[src/rtl/bus_xfer_sequencer.sv]
// Bus transfer sequencer: turns one {source, destination, hold} command into
// timed one-hot source out-enables and destination load-enables, with at most
// one source driving the bus in any cycle.
//
// state | meaning
// ------+------------------------------------------------------------
// IDLE  | waiting for a command; cmd_ready high
// DRIVE | source drives the bus; counter counts down the settle cycles
// LATCH | source still drives; destination load-enable high one cycle
module bus_xfer_sequencer #(
  parameter int NSRC = 24,
  parameter int NDST = 24,
  parameter int CW   = 5
) (
  input  logic            clock_i,
  input  logic            clear_i,
  input  logic            cmd_valid_i,
  output logic            cmd_ready_o,
  input  logic [CW-1:0]   cmd_src_i,
  input  logic [CW-1:0]   cmd_dst_i,
  input  logic [1:0]      cmd_hold_i,
  output logic [NSRC-1:0] src_oe_o,
  output logic [NDST-1:0] dst_le_o,
  output logic            busy_o,
  output logic            done_o,
  output logic            err_o
);

  typedef enum logic [1:0] {
    IDLE  = 2'd0,
    DRIVE = 2'd1,
    LATCH = 2'd2
  } state_t;

  // Code limits widened by one bit so a code equal to NSRC/NDST compares correctly.
  localparam logic [CW:0] SRC_LIM = (CW+1)'(NSRC);
  localparam logic [CW:0] DST_LIM = (CW+1)'(NDST);
  localparam logic [NSRC-1:0] SRC_ONE = {{(NSRC-1){1'b0}}, 1'b1};
  localparam logic [NDST-1:0] DST_ONE = {{(NDST-1){1'b0}}, 1'b1};

  state_t          state_q, state_d;
  logic [CW-1:0]   dst_q, dst_d;
  logic [1:0]      cnt_q, cnt_d;
  logic [NSRC-1:0] src_oe_q, src_oe_d;
  logic [NDST-1:0] dst_le_q, dst_le_d;
  logic            busy_q, busy_d;
  logic            done_q, done_d;
  logic            err_q, err_d;

  logic accept;
  logic codes_ok;

  assign accept   = cmd_valid_i && (state_q == IDLE);
  assign codes_ok = ({1'b0, cmd_src_i} < SRC_LIM) && ({1'b0, cmd_dst_i} < DST_LIM);

  assign cmd_ready_o = (state_q == IDLE);
  assign src_oe_o    = src_oe_q;
  assign dst_le_o    = dst_le_q;
  assign busy_o      = busy_q;
  assign done_o      = done_q;
  assign err_o       = err_q;

  // Next-state and next-output decode; outputs are computed for the state being entered.
  always_comb begin
    state_d  = state_q;
    dst_d    = dst_q;
    cnt_d    = cnt_q;
    src_oe_d = '0;
    dst_le_d = '0;
    done_d   = 1'b0;
    err_d    = err_q;

    unique case (state_q)
      IDLE: begin
        if (accept) begin
          if (codes_ok) begin
            state_d  = DRIVE;
            dst_d    = cmd_dst_i;
            cnt_d    = cmd_hold_i;
            src_oe_d = SRC_ONE << cmd_src_i;
          end else begin
            // Bad code: retire immediately without touching the bus.
            done_d = 1'b1;
            err_d  = 1'b1;
          end
        end
      end
      DRIVE: begin
        src_oe_d = src_oe_q;
        if (cnt_q == 2'd0) begin
          state_d  = LATCH;
          dst_le_d = DST_ONE << dst_q;
        end else begin
          cnt_d = cnt_q - 2'd1;
        end
      end
      LATCH: begin
        state_d = IDLE;
        done_d  = 1'b1;
      end
      default: begin
        state_d = IDLE;
      end
    endcase

    busy_d = (state_d != IDLE);
  end

  // State, captured command and registered outputs; clear drops every enable at once.
  always_ff @(posedge clock_i or posedge clear_i) begin
    if (clear_i) begin
      state_q  <= IDLE;
      dst_q    <= '0;
      cnt_q    <= 2'd0;
      src_oe_q <= '0;
      dst_le_q <= '0;
      busy_q   <= 1'b0;
      done_q   <= 1'b0;
      err_q    <= 1'b0;
    end else begin
      state_q  <= state_d;
      dst_q    <= dst_d;
      cnt_q    <= cnt_d;
      src_oe_q <= src_oe_d;
      dst_le_q <= dst_le_d;
      busy_q   <= busy_d;
      done_q   <= done_d;
      err_q    <= err_d;
    end
  end

endmodule
[config.mk]
export PLATFORM = sky130hd
export DESIGN_NAME = bus_xfer_sequencer
export DESIGN_NICKNAME = d
export VERILOG_FILES = /design/src/rtl/bus_xfer_sequencer.sv
export SDC_FILE = /design/constraint.sdc
export NUM_CORES = 1
export LEC_CHECK = 0
export CAP_MARGIN = 30
export CORE_MARGIN = 2
export CORE_UTILIZATION = 50
export DETAILED_ROUTE_END_ITERATION = 7
export GPL_ROUTABILITY_DRIVEN = 0
export PLACE_DENSITY = 0.84
export SYNTH_ARGS = -nofsm -noshare
export SYNTH_HDL_FRONTEND = slang
export SYNTH_SLANG_ARGS = --single-unit
[constraint.sdc]
create_clock -name clock_i -period 3.5 [get_ports clock_i]
set_clock_uncertainty 0.05 [all_clocks]
set_input_delay 0.7 -clock clock_i [delete_from_list [all_inputs] [get_ports clock_i]]
set_output_delay 0.7 -clock clock_i [all_outputs]
set_load 0.02 [all_outputs]
Word level (Yosys, flattened, before mapping)
Cells that the tools add are included.
{"block": "word_totals", "out_inout_bits": 52, "elab_cells": 44, "input_bits": 15, "register_bits": 60}
{"block": "op_classes", "eq_ne": 5, "add_sub_neg": 1, "n_mux": 16, "n_bitwise": 1, "shift": 2, "order_cmp": 2, "reduce_logical": 9}
{"operator": "2-to-1 mux 24 bit", "n": 4}
{"operator": "case mux 24 bit (2 select lines)", "n": 1}
{"operator": "<< shifter 1 x 5 -> 24 bit, first input constant", "n": 2}
{"operator": "2-to-1 mux 2 bit", "n": 6}
{"operator": "less-than comparator 5 bit, second input constant", "n": 2}
{"operator": "case mux 2 bit (2 select lines)", "n": 2}
{"operator": "AND reduction 3 bit", "n": 2}
{"operator": "zero test 2 bit", "n": 2}
{"operator": "inequality test 2 x 1 -> 1 bit, second input constant", "n": 2}
{"operator": "AND reduction 4 bit", "n": 1}
{"operator": "nonzero test 2 bit", "n": 2}
{"operator": "== test 2 x 1 -> 1 bit, second input constant", "n": 1}
{"operator": "== test 2 bit, second input constant", "n": 1}
{"operator": "logical AND 1 bit", "n": 2}
{"operator": "2-to-1 mux 1 bit", "n": 2}
{"operator": "inequality test 2 bit, second input constant", "n": 1}
{"operator": "case mux 1 bit (2 select lines)", "n": 1}
{"operator": "subtractor 2 x 1 -> 2 bit, second input constant", "n": 1}
{"operator": "inverter 1 bit", "n": 1}

Logic depth before layout (Yosys ltp)
Gate-level depths: netlist of the first run.
{"block": "depth", "word_depth": 6, "depth_mapped": 5, "depth_no_buf": 5}

Worst setup path after synthesis of the first run
OpenSTA, ideal clock, no wires.
{"block": "synth_path", "path_kind": "input port to flip-flop", "startpoint": "input port cmd_src_i[4]", "endpoint": "register src_oe_q[12] (netlist: src_oe_o[12])", "path_slack_ns": 1.587, "path_buffers": 1, "setup_time_ns": 0.076, "cell_stages": 4, "arrival_ns": 1.786, "required_time_ns": 3.374, "cell_sequence": "clkbuf_1 a22o_1 or4_4 o21ai_1"}
{"block": "synth_via", "elab_chain_len": 5}
{"element": "start, declared", "line": "19", "source": "input logic [CW-1:0] cmd_src_i,"}
{"element": "less-than comparator 5 bit", "line": "54", "source": "assign codes_ok = ({1'b0, cmd_src_i} < SRC_LIM) && ({1'b0, cmd_dst_i} < DST_LIM);"}
{"element": "logical AND 1 bit", "line": "54"}
{"element": "2-to-1 mux 24 bit (*)", "line": "76", "source": "if (codes_ok) begin"}
{"element": "2-to-1 mux 24 bit (*)", "line": "75", "source": "if (accept) begin"}
{"element": "case mux 24 bit (2 select lines) (*)", "line": "73", "source": "unique case (state_q)"}
{"element": "end signal, assigned", "line": "124", "source": "src_oe_q <= src_oe_d;"}
{"element": "end, declared", "line": "44", "source": "logic [NSRC-1:0] src_oe_q, src_oe_d;"}
Every way passes the cells marked *; elsewhere a longest branch is shown, timed or not.
A chain may end at the register's enable or synchronous reset.

Worst setup path in the final report of the first run
{"block": "layout_path", "startpoint": "register state_q[1]", "endpoint": "output port cmd_ready_o"}
{"block": "layout_via", "elab_chain_len": 1}
{"element": "start, declared", "line": "41", "source": "state_t state_q, state_d;"}
{"element": "start signal, assigned", "line": "121", "source": "state_q <= state_d;"}
{"element": "zero test 2 bit", "line": "56", "source": "assign cmd_ready_o = (state_q == IDLE);"}
{"element": "end, declared", "line": "18", "source": "output logic cmd_ready_o,"}
Every way passes these cells.

==> impl_results.md, run 1 <==
* CP arrival at 1.56 ns
* DP Wirelength at around 3600 µm
* Total gr overflow at 0
* Mean area per synthesized cell at 11.34 µm²
* CTS root buf: clkbuf_8
* Critical path required time at 2.75 ns
* Synth area leaders: dfrtp_1, nand2_1, nor2_1, o21ai_0, mux2_2
* Rows at 24
* Outcome: complete, no violations
* Vias in the first global route at 1,670
* Syn_nets at between 200 and 250
* Vias per Instance at 5.394
* EDFF count, synth at 0
* Hold crit path type: register to register
* Layout area overhead at 42.09%
* Most common cell after layout, fill and taps aside: clkdlybuf4s50_1
* CP Max Fanout at 8
* Post-route setup TNS at 0 ns
* Num CTS Buffers at 9
* Sequential-to-total area share from yosys stat at about two thirds
* Cell Count, Final, Fillers Out at roughly 330
* Post-synth top flop: dfrtp_1
* Syn Inst Count at 196
* Clock tree buffer depth at 2
* Core Footprint at 0.004324 mm²
* Slew headroom at ~52%
* Yosys reg bits at 60
* Final setup vio count at 0
* Global-route wire length before repair at 8245 µm
* Fraction of registers with async set/reset at 100.0%
* Total Routed Length at 5099 µm
* Final Max Slew Viols at 0
* Drt pass-1 iters at 4
* Share of layout cells above drive strength 1 at 10.91%
* Wire per inst at 15.59 µm
* Fin nets at 286
* Sink Count at 60
* Synth Cell Area at 0.002223 mm²
* N_diodes at 0
* Number of cells upsized or downsized after cts at 0
* Starting Density at around half
* F_max at 433.2 MHz
* Synth cell types at 34
* Final ANT Viol Nets at 0
* Die Span X at just over 70 µm
* Maximum VDD drop at 0.4300 mV
* Syn. warnings at 0
* Worst Tran Pin Value at 0.7217 ns
* Leakage power at 1.379 nW
* Type of origin of the critical path: register
* # Post-CTS Setup Buffers at 0
* Ports at between 60 and 70
* Final hold vios at 0
* Most frequent cells in the layout: clkdlybuf4s50_1, dfrtp_1, nand2_1, nor2_1, o21ai_0
* Largest net degree at the start of global routing at 61
* Drc violations at 0
* Die height at 70.69 µm
* Hold Buf Count CTS at 0
* Period minus WS final at 2.308 ns
* Tcrit/Tclk final at between 60 and 70%
* CP Class: register to output pin
* Port Buf Inserts at between 60 and 70
* Max-cap viol count at 0
* Critical Path Sink Type: output pin
* Vias at 1,764
* Clk Latency, worst-skew pair at 0.33 ns
* Die area at roughly 0.005 mm²
* Yosys top cell area share at 67.53%
* Power Density at 618.6 mW/mm²
* Number of antenna violations at the first check in global routing at 0
* GRT Total Usage at around 22%
* Placed cells at 311
* Starting DRT DRC Count at 160
* RSZ-0062 raised after global routing: false
* TritonCTS clock tree: done
* Post-synth top area cell: dfrtp_1
* # H-tree levels at 3
* Reg clk slew, reported paths at 0.07 ns
[flip-flops by register name, indices dropped and copies added (netlist names)]
register and flops:
err_o 1, src_oe_o 24, busy_o 1, state_q 2
done_o 1, dst_le_o 24, cnt_q 2, dst_q 5
[cell type report]
cell class	instances	area (µm²)
Multi-Input combinational cell	126	683.2
Timing Repair Buffer	68	675.6
Inverter	5	18.77
Sequential cell	60	1501
Clock buffer	9	123.9
Clock inverter	7	91.34
Tap cell	52	65.06
Fill cell	312	1165
[metal layers]
layer | wire length, µm | track usage [%]
met1 | 2224 | 31.10
met2 | 2509 | 31.57
met3 | 354 | 8.689
met4 | 10 | 5.870
met5 | 0 | 0
[Yosys cell counts (all sizes together), types with 2 or more instances]
library cell   n
dfrtp         60
nand2         29
nor2          29
o21ai         21
nand3          6
inv            5
mux2           5
buf            4
nand2b         4
nand3b         3
nor2b          3
a22o           2
a32o           2
nand4          2
nor3           2
o211ai         2
or2            2
or3b           2
[power breakdown]
part | internal [mW] | switching, mW | total, mW
logic | 0.179 | 0.269 | 0.448
registers | 0.767 | 0.0713 | 0.838
clock network | 0.398 | 0.271 | 0.669
total | 1.34 | 0.611 | 1.95
[kinds of logic after synthesis]
logic type,after synthesis,share of synthesized area (%)
and+or+nand+nor,89,19.25
adders and majority gates,1,0.5627
DFF,60,67.53
AOI/OAI and AO/OA,31,8.385
buffers and inverters,10,1.744
muxes,5,2.532
[through the flow]
stage | hold WS (ns) | utilization [%] | worst slack [ns] | power, mW | cell area [µm²]
after CTS | 0.4247 | 73.06 | 1.195 | 1.960 | 3159
after floorplan | 0.4285 | - | 1.265 | 1.131 | 2223
final | 0.4238 | 73.06 | 1.192 | 1.954 | 3159
after detailed placement | 0.4007 | 68.08 | 0.9854 | 1.293 | 2944
after global routing | 0.4342 | 73.06 | 1.104 | 2.052 | 3159
after global placement | 0.4141 | 68.08 | 1.072 | 1.276 | 2944
[worst paths after layout]
kind | start | to | slack [ns] | cells after the start
max | state_q[1] | cmd_ready_o | 1.19 | 2
min | err_o | err_o | 0.42 | 1
max reg2reg | state_q[1] | dst_q[0] | 1.66 | 3
min reg2reg | err_o | err_o | 0.42 | 1
max in group asynchronous | clear_i | dst_le_o[7] | 2.07 | 3
min in group asynchronous | clear_i | src_oe_o[23] | 0.86 | 3
[worst max-delay path, cell delays in order (launching register included)]
cell             delay [ns]
dfrtp_1                0.49
nor2_1                 0.13
clkdlybuf4s50_1        0.61
No activity file was read; power rests on OpenSTA's default activity.
==> run 2: changes to the inputs <==
CORE_UTILIZATION = 42   (was 50)
PLACE_DENSITY = 0.76   (was 0.84)
clock period = 2.1 ns   (was 3.5 ns; I/O delays follow)
==> impl_results.md, run 2 (synthesized netlist as in run 1, its figures left out) <==
* Hold Buf Count CTS at 0 (unchanged)
* Number of antenna violations at the first check in global routing at 0 (unchanged)
* # H-tree levels at 3 (unchanged)
* Total placed instance area at 0.003032 mm² (+3.0%)
* Reg2reg path depth at 3 (unchanged)
* Post-route setup TNS at 0 ns (unchanged)
* Ports at 67 (unchanged)
* Final ANT Viol Nets at 0 (unchanged)
* Fin nets at 293 (+2.4%)
* F_max at around 560 MHz
* Reg2reg setup slack at 0.41 ns (-1.25 ns)
* Die height at 76.76 µm (+8.6%)
* Final hold vios at 0 (unchanged)
* DP Wirelength at 3635 µm (+1.7%)
* Launching point of the worst reg2reg path: state_q[0]
* Vias at 1,747 (-0.96%)
* Drc violations at 0 (unchanged)
* Clk Latency, worst-skew pair at 0.33 ns (about the same)
* Final Max Slew Viols at 0 (unchanged)
* Tcrit/Tclk final at 84.89%
* TritonCTS clock tree: done
* Fin area at 0.003246 mm² (+2.7%)
* Wire per inst at 14.19 µm (-9.0%)
* Global-route wire length before repair at 8652 µm (+4.9%)
* Total Routed Length at 4995 µm (-2.0%)
* Met2 wire len at 2323 µm (-7.4%)
* Largest net degree at the start of global routing at 25 (-59%)
* CTS root buf: clkbuf_8
* Most common cell after layout, fill and taps aside: clkdlybuf4s50_1
* Max-cap viol count at 0 (unchanged)
* N_diodes at 0 (unchanged)
* CP top delay family: buffers and inverters
* Most frequent cells in the layout: clkdlybuf4s50_1, dfrtp_1, nand2_1, nor2_1, o21ai_0
* Maximum VDD drop at 0.6598 mV (+53%)
* Core Footprint at 0.005107 mm² (+18%)
* Final setup vio count at 0 (unchanged)
* Sink Count at 60 (unchanged)
* Slew headroom at 74.31% (+22 points)
* Num CTS Buffers at 9 (unchanged)
* Die Span X at 76.76 µm (+8.6%)
* Die area at 0.005892 mm² (+18%)
* Period minus WS final at about 1.8 ns
* Crit-path cells: clkdlybuf4s50_1
* Share of layout cells above drive strength 1 at 13.12% (+2.2 points)
* CP Max Fanout at 2 (-6)
* GRT Total Usage at 19.17% (-2.6 points)
* Drt pass-1 iters at 6 (+2)
* Clock tree buffer depth at 2 (unchanged)
* Worst reg2reg endpoint: src_oe_o[8]
* Starting DRT DRC Count at 134 (-16%)
* Rows at 26 (+8.3%)
* Power Density at 996.3 mW/mm² (+61%)
* Critical-path top delay cell: clkdlybuf4s50_1
* Worst Tran Pin Value at 0.3846 ns (-0.3371 ns)
* CP bufs+invs at 1 (unchanged)
* Top Metal Used: met4
* Critical path required time at 1.63 ns (-1.12 ns)
* Worst path max stage delay at 0.63 ns (+0.02 ns)
* Port Buf Inserts at 66 (unchanged)
* RSZ-0062 raised after global routing: false
* WL met3 at 196 µm (-45%)
* CP arrival at 1.31 ns (-0.25 ns)
* Post-Route M1 WL at 2291 µm (+3.0%)
* Leakage power at 1.411 nW (+2.3%)
* Total gr overflow at 0 (unchanged)
* Starting Density at 43.53% (-7.9 points)
* Outcome: complete, no violations
* Hold crit path type: primary input to asynchronous set/reset pin
* Vias in the first global route at 1,762 (+5.5%)
* Type of origin of the critical path: register
* CP Class: register to output pin
* Layout area overhead at 45.98%
* Reg clk slew, reported paths at 0.07 ns (about the same)
* Critical Path Sink Type: output pin
* Vias per Instance at 4.963 (-8.0%)
## run 2: changes by cell type in the layout (fill, tap and decap cells not counted), sizes merged
cell,change
buf,+7
clkinv,-4
clkinvlp,+3
clkbuf,+2
bufinv,-1
clkdlybuf4s50,-1
dlymetal6s2s,+1
## run 2: cell type report
| cell class | count | area, µm² |
|---|---|---|
| repair buffers | 75 | 743.2 |
| clock inverters | 5 | 60.06 |
| flip-flops and latches | 60 | 1501 |
| fillers | 428 | 1862 |
| clock buffers | 11 | 151.4 |
| inverters | 5 | 18.77 |
| well taps | 70 | 87.58 |
| multi-input cells | 126 | 683.2 |
## run 2: routing by layer
| metal | global-route usage [%] | up-vias |
|---|---|---|
| met3 | 3.529 | 13 |
| li1 | - | 828 |
| met2 | 28.68 | 49 |
| met1 | 25.53 | 857 |
| met5 | 0 | - |
| met4 | 12.73 | 0 |
## run 2: worst max path at each step
stage	startpoint	to	slack, ns	depth (start not counted)
global route	src_oe_o[3]	src_oe_o[3]	0.27	1
finish	src_oe_o[3]	src_oe_o[3]	0.32	1
detailed placement	cmd_valid_i	src_oe_o[8]	0.02	4
global placement	cmd_valid_i	src_oe_o[12]	0.05	4
floorplan	clear_i	busy_o	0.15	1
CTS	state_q[0]	cmd_ready_o	0.07	2
## run 2: metrics by stage
stage | std cells | util, % | setup WS (ns) | total power [mW] | hold slack (ns)
floorplan | 196 | - | 0.1453 | 1.885 | 0.4285
global placement | 336 | 59.36 | 0.04774 | 2.156 | 0.3977
detailed placement | 336 | 59.36 | 0.02064 | 2.185 | 0.3985
CTS | 352 | 63.50 | 0.07304 | 3.259 | 0.3512
global route | 352 | 63.55 | 0.2738 | 3.408 | 0.3844
finish | 352 | 63.55 | 0.3172 | 3.233 | 0.3445
## run 2: what timing repair did
item | CTS | global route
resized for setup | 0 | 1
setup buffers | 0 | 0
setup endpoints to repair | 0 | 1
## run 2: report_power, final
part	switching (mW)	total, mW	internal (mW)
sequential	0.119	1.40	1.28
combinational	0.451	0.769	0.317
clock	0.457	1.07	0.611
## run 2: worst register-to-register path: stages, from the launching register on
cell and delay, ns:
dfrtp_1 0.47, or3b_4 0.46, or4_4 0.50, o21ai_1 0.15
==> run 3: changes to the inputs <==
clock period = 1.5 ns   (was 2.1 ns; I/O delays follow)
==> impl_results.md, run 3 (synthesized netlist as in run 1, its figures left out) <==
* Outcome: finished with violations
* Failing checks: setup timing
* Final WS setup at -0.05856 ns (-0.3758 ns)
* # H-tree levels at 3 (unchanged)
* Starting DRT DRC Count at 158 (+18%)
* Cell Count, Final, Fillers Out at 371 (+5.4%)
* Fin nets at 312 (+6.5%)
* Die area at 0.005892 mm² (unchanged)
* Reg clk slew, reported paths at 0.07 ns (about the same)
* Final ANT Viol Nets at 0 (unchanged)
* Most common cell after layout, fill and taps aside: dfrtp_1
* Power Density at 1370 mW/mm² (+38%)
* GRT Total Usage at 18.68% (-0.49 points)
* Gr busiest metal: met2
* CTS root buf: clkbuf_8
* Maximum VDD drop at 0.9236 mV (+40%)
* Hold WS at 0.3489 ns (+0.004464 ns)
* Number of antenna violations at the first check in global routing at 0 (unchanged)
* Worst Tran Pin Value at 0.3078 ns (-0.07670 ns)
* Critical path required time at 1.70 ns (+0.07 ns)
* Met3 usage at 5.176% (+1.6 points)
* Most frequent cells in the layout: dfrtp_1, dlygate4sd2_1, nor2_1, nand2_1, buf_4
* Ports at 67 (unchanged)
* Hold Buf Count CTS at 0 (unchanged)
* Starting Density at 43.53% (unchanged)
* Core Footprint at 0.005107 mm² (unchanged)
* Max-cap viol count at 0 (unchanged)
* CP Class: register to register
* Clock tree buffer depth at 2 (unchanged)
* Layout area overhead at 51.77%
* Vias at 1,802 (+3.1%)
* Global-route wire length before repair at 8404 µm (-2.9%)
* Vias in the first global route at 1,775 (+0.74%)
* F_max at approximately 640 MHz
* DP Wirelength at 3755 µm (+3.3%)
* Placed cells at 348 (+3.6%)
* Total Routed Length at 5300 µm (+6.1%)
* Final hold vios at 0 (unchanged)
* Hold crit path type: primary input to asynchronous set/reset pin
* Final setup vio count at 6 (+6)
* Wire per inst at 14.29 µm (+0.67%)
* Drc violations at 0 (unchanged)
* Tcrit/Tclk final at 103.9%
* Num CTS Buffers at 9 (unchanged)
* Met1 Resource Use GR at 24.35% (-1.2 points)
* Slew headroom at 79.43% (+5.1 points)
* Pre-CTS WS at -0.3777 ns (-0.3983 ns)
* GR Util met2 at 29.56% (+0.88 points)
* Final Max Slew Viols at 0 (unchanged)
* Leakage power at 1.738 nW (+23%)
* Type of origin of the critical path: register
* Sink Count at 60 (unchanged)
* Share of layout cells above drive strength 1 at 24.92% (+12 points)
* Drt pass-1 iters at 4 (-2)
* CP Max Fanout at 5 (+3)
* TritonCTS clock tree: done
* Die Span X at 76.76 µm (unchanged)
* Critical Path Sink Type: register
* Die height at 76.76 µm (unchanged)
* Total gr overflow at 0 (unchanged)
* Post-route setup TNS at -0.1421 ns (-0.1421 ns)
* CP arrival at 1.76 ns (+0.45 ns)
* RSZ-0062 raised after global routing: true
* Rows at 26 (unchanged)
* Clk Latency, worst-skew pair at 0.33 ns (about the same)
* Period minus WS final at approximately 1.6 ns
* Vias per Instance at 4.857 (-2.1%)
* Port Buf Inserts at 66 (unchanged)
* N_diodes at 0 (unchanged)
* Largest net degree at the start of global routing at 61 (+140%)
==> run 3: cell count changes in the layout (fill, tap and decap cells not counted), moves of 4 or more <==
| cell | change |
|---|---|
| buf_4 | +19 |
| clkdlybuf4s50_1 | -51 |
| clkinv_2 | +4 |
| dlygate4sd2_1 | +51 |
| o21ai_0 | -10 |
| o21ai_1 | +6 |
| o21ai_2 | +4 |
==> run 3: area by class of cell <==
class,count,area (µm²)
Clock inverter,5,28.78
Inverter,5,22.52
Multi-Input combinational cell,126,780.7
Fill cell,411,1733
Clock buffer,11,131.4
Sequential cell,60,1503
Tap cell,70,87.58
Timing Repair Buffer,94,820.8
==> run 3: final timing paths <==
check	endpoint	startpoint	depth (start not counted)	slack [ns]
worst max register to register	src_oe_o[8]	state_q[1]	3	-0.06
worst max-delay path	src_oe_o[8]	state_q[1]	3	-0.06
worst min register to register	err_o	err_o	1	0.41
max in group asynchronous	state_q[1]	clear_i	3	0.79
worst min-delay path	src_oe_o[1]	clear_i	3	0.35
min in group clock_i	err_o	err_o	1	0.41
==> run 3: critical path, stage by stage (launching register included) <==
cell and delay (ns):
dfrtp_2 0.45, or3b_4 0.40, or4_4 0.45, o21ai_1 0.14
==> run 3: per-stage QoR <==
stage	instance area [µm²]	total power, mW	utilization (%)
after detailed placement	3131	3.218	61.29
after CTS	3271	4.438	64.04
after floorplan	2232	2.646	-
after global placement	3131	3.169	61.29
after global routing	3374	4.863	66.07
final	3374	4.624	66.07
==> run 3: what timing repair did <==
action,4_1_cts,5_1_grt
buffers inserted,2,5
setup endpoints to repair,63,46
resized for setup,64,26
pin swaps,1,11
==> run 3: per-layer routing <==
| metal | vias up | part of all wire, % |
|---|---|---|
| met5 | - | 0 |
| met4 | 0 | 1.8 |
| met3 | 8 | 4.8 |
| met2 | 60 | 48 |
| met1 | 867 | 46 |
| li1 | 867 | - |
==> run 3: report_power, final <==
group / internal, mW / switching [mW] / leakage [nW]
clock: 0.590 / 0.587 / 0.0868
combinational: 0.714 / 0.792 / 0.841
sequential: 1.79 / 0.150 / 0.810
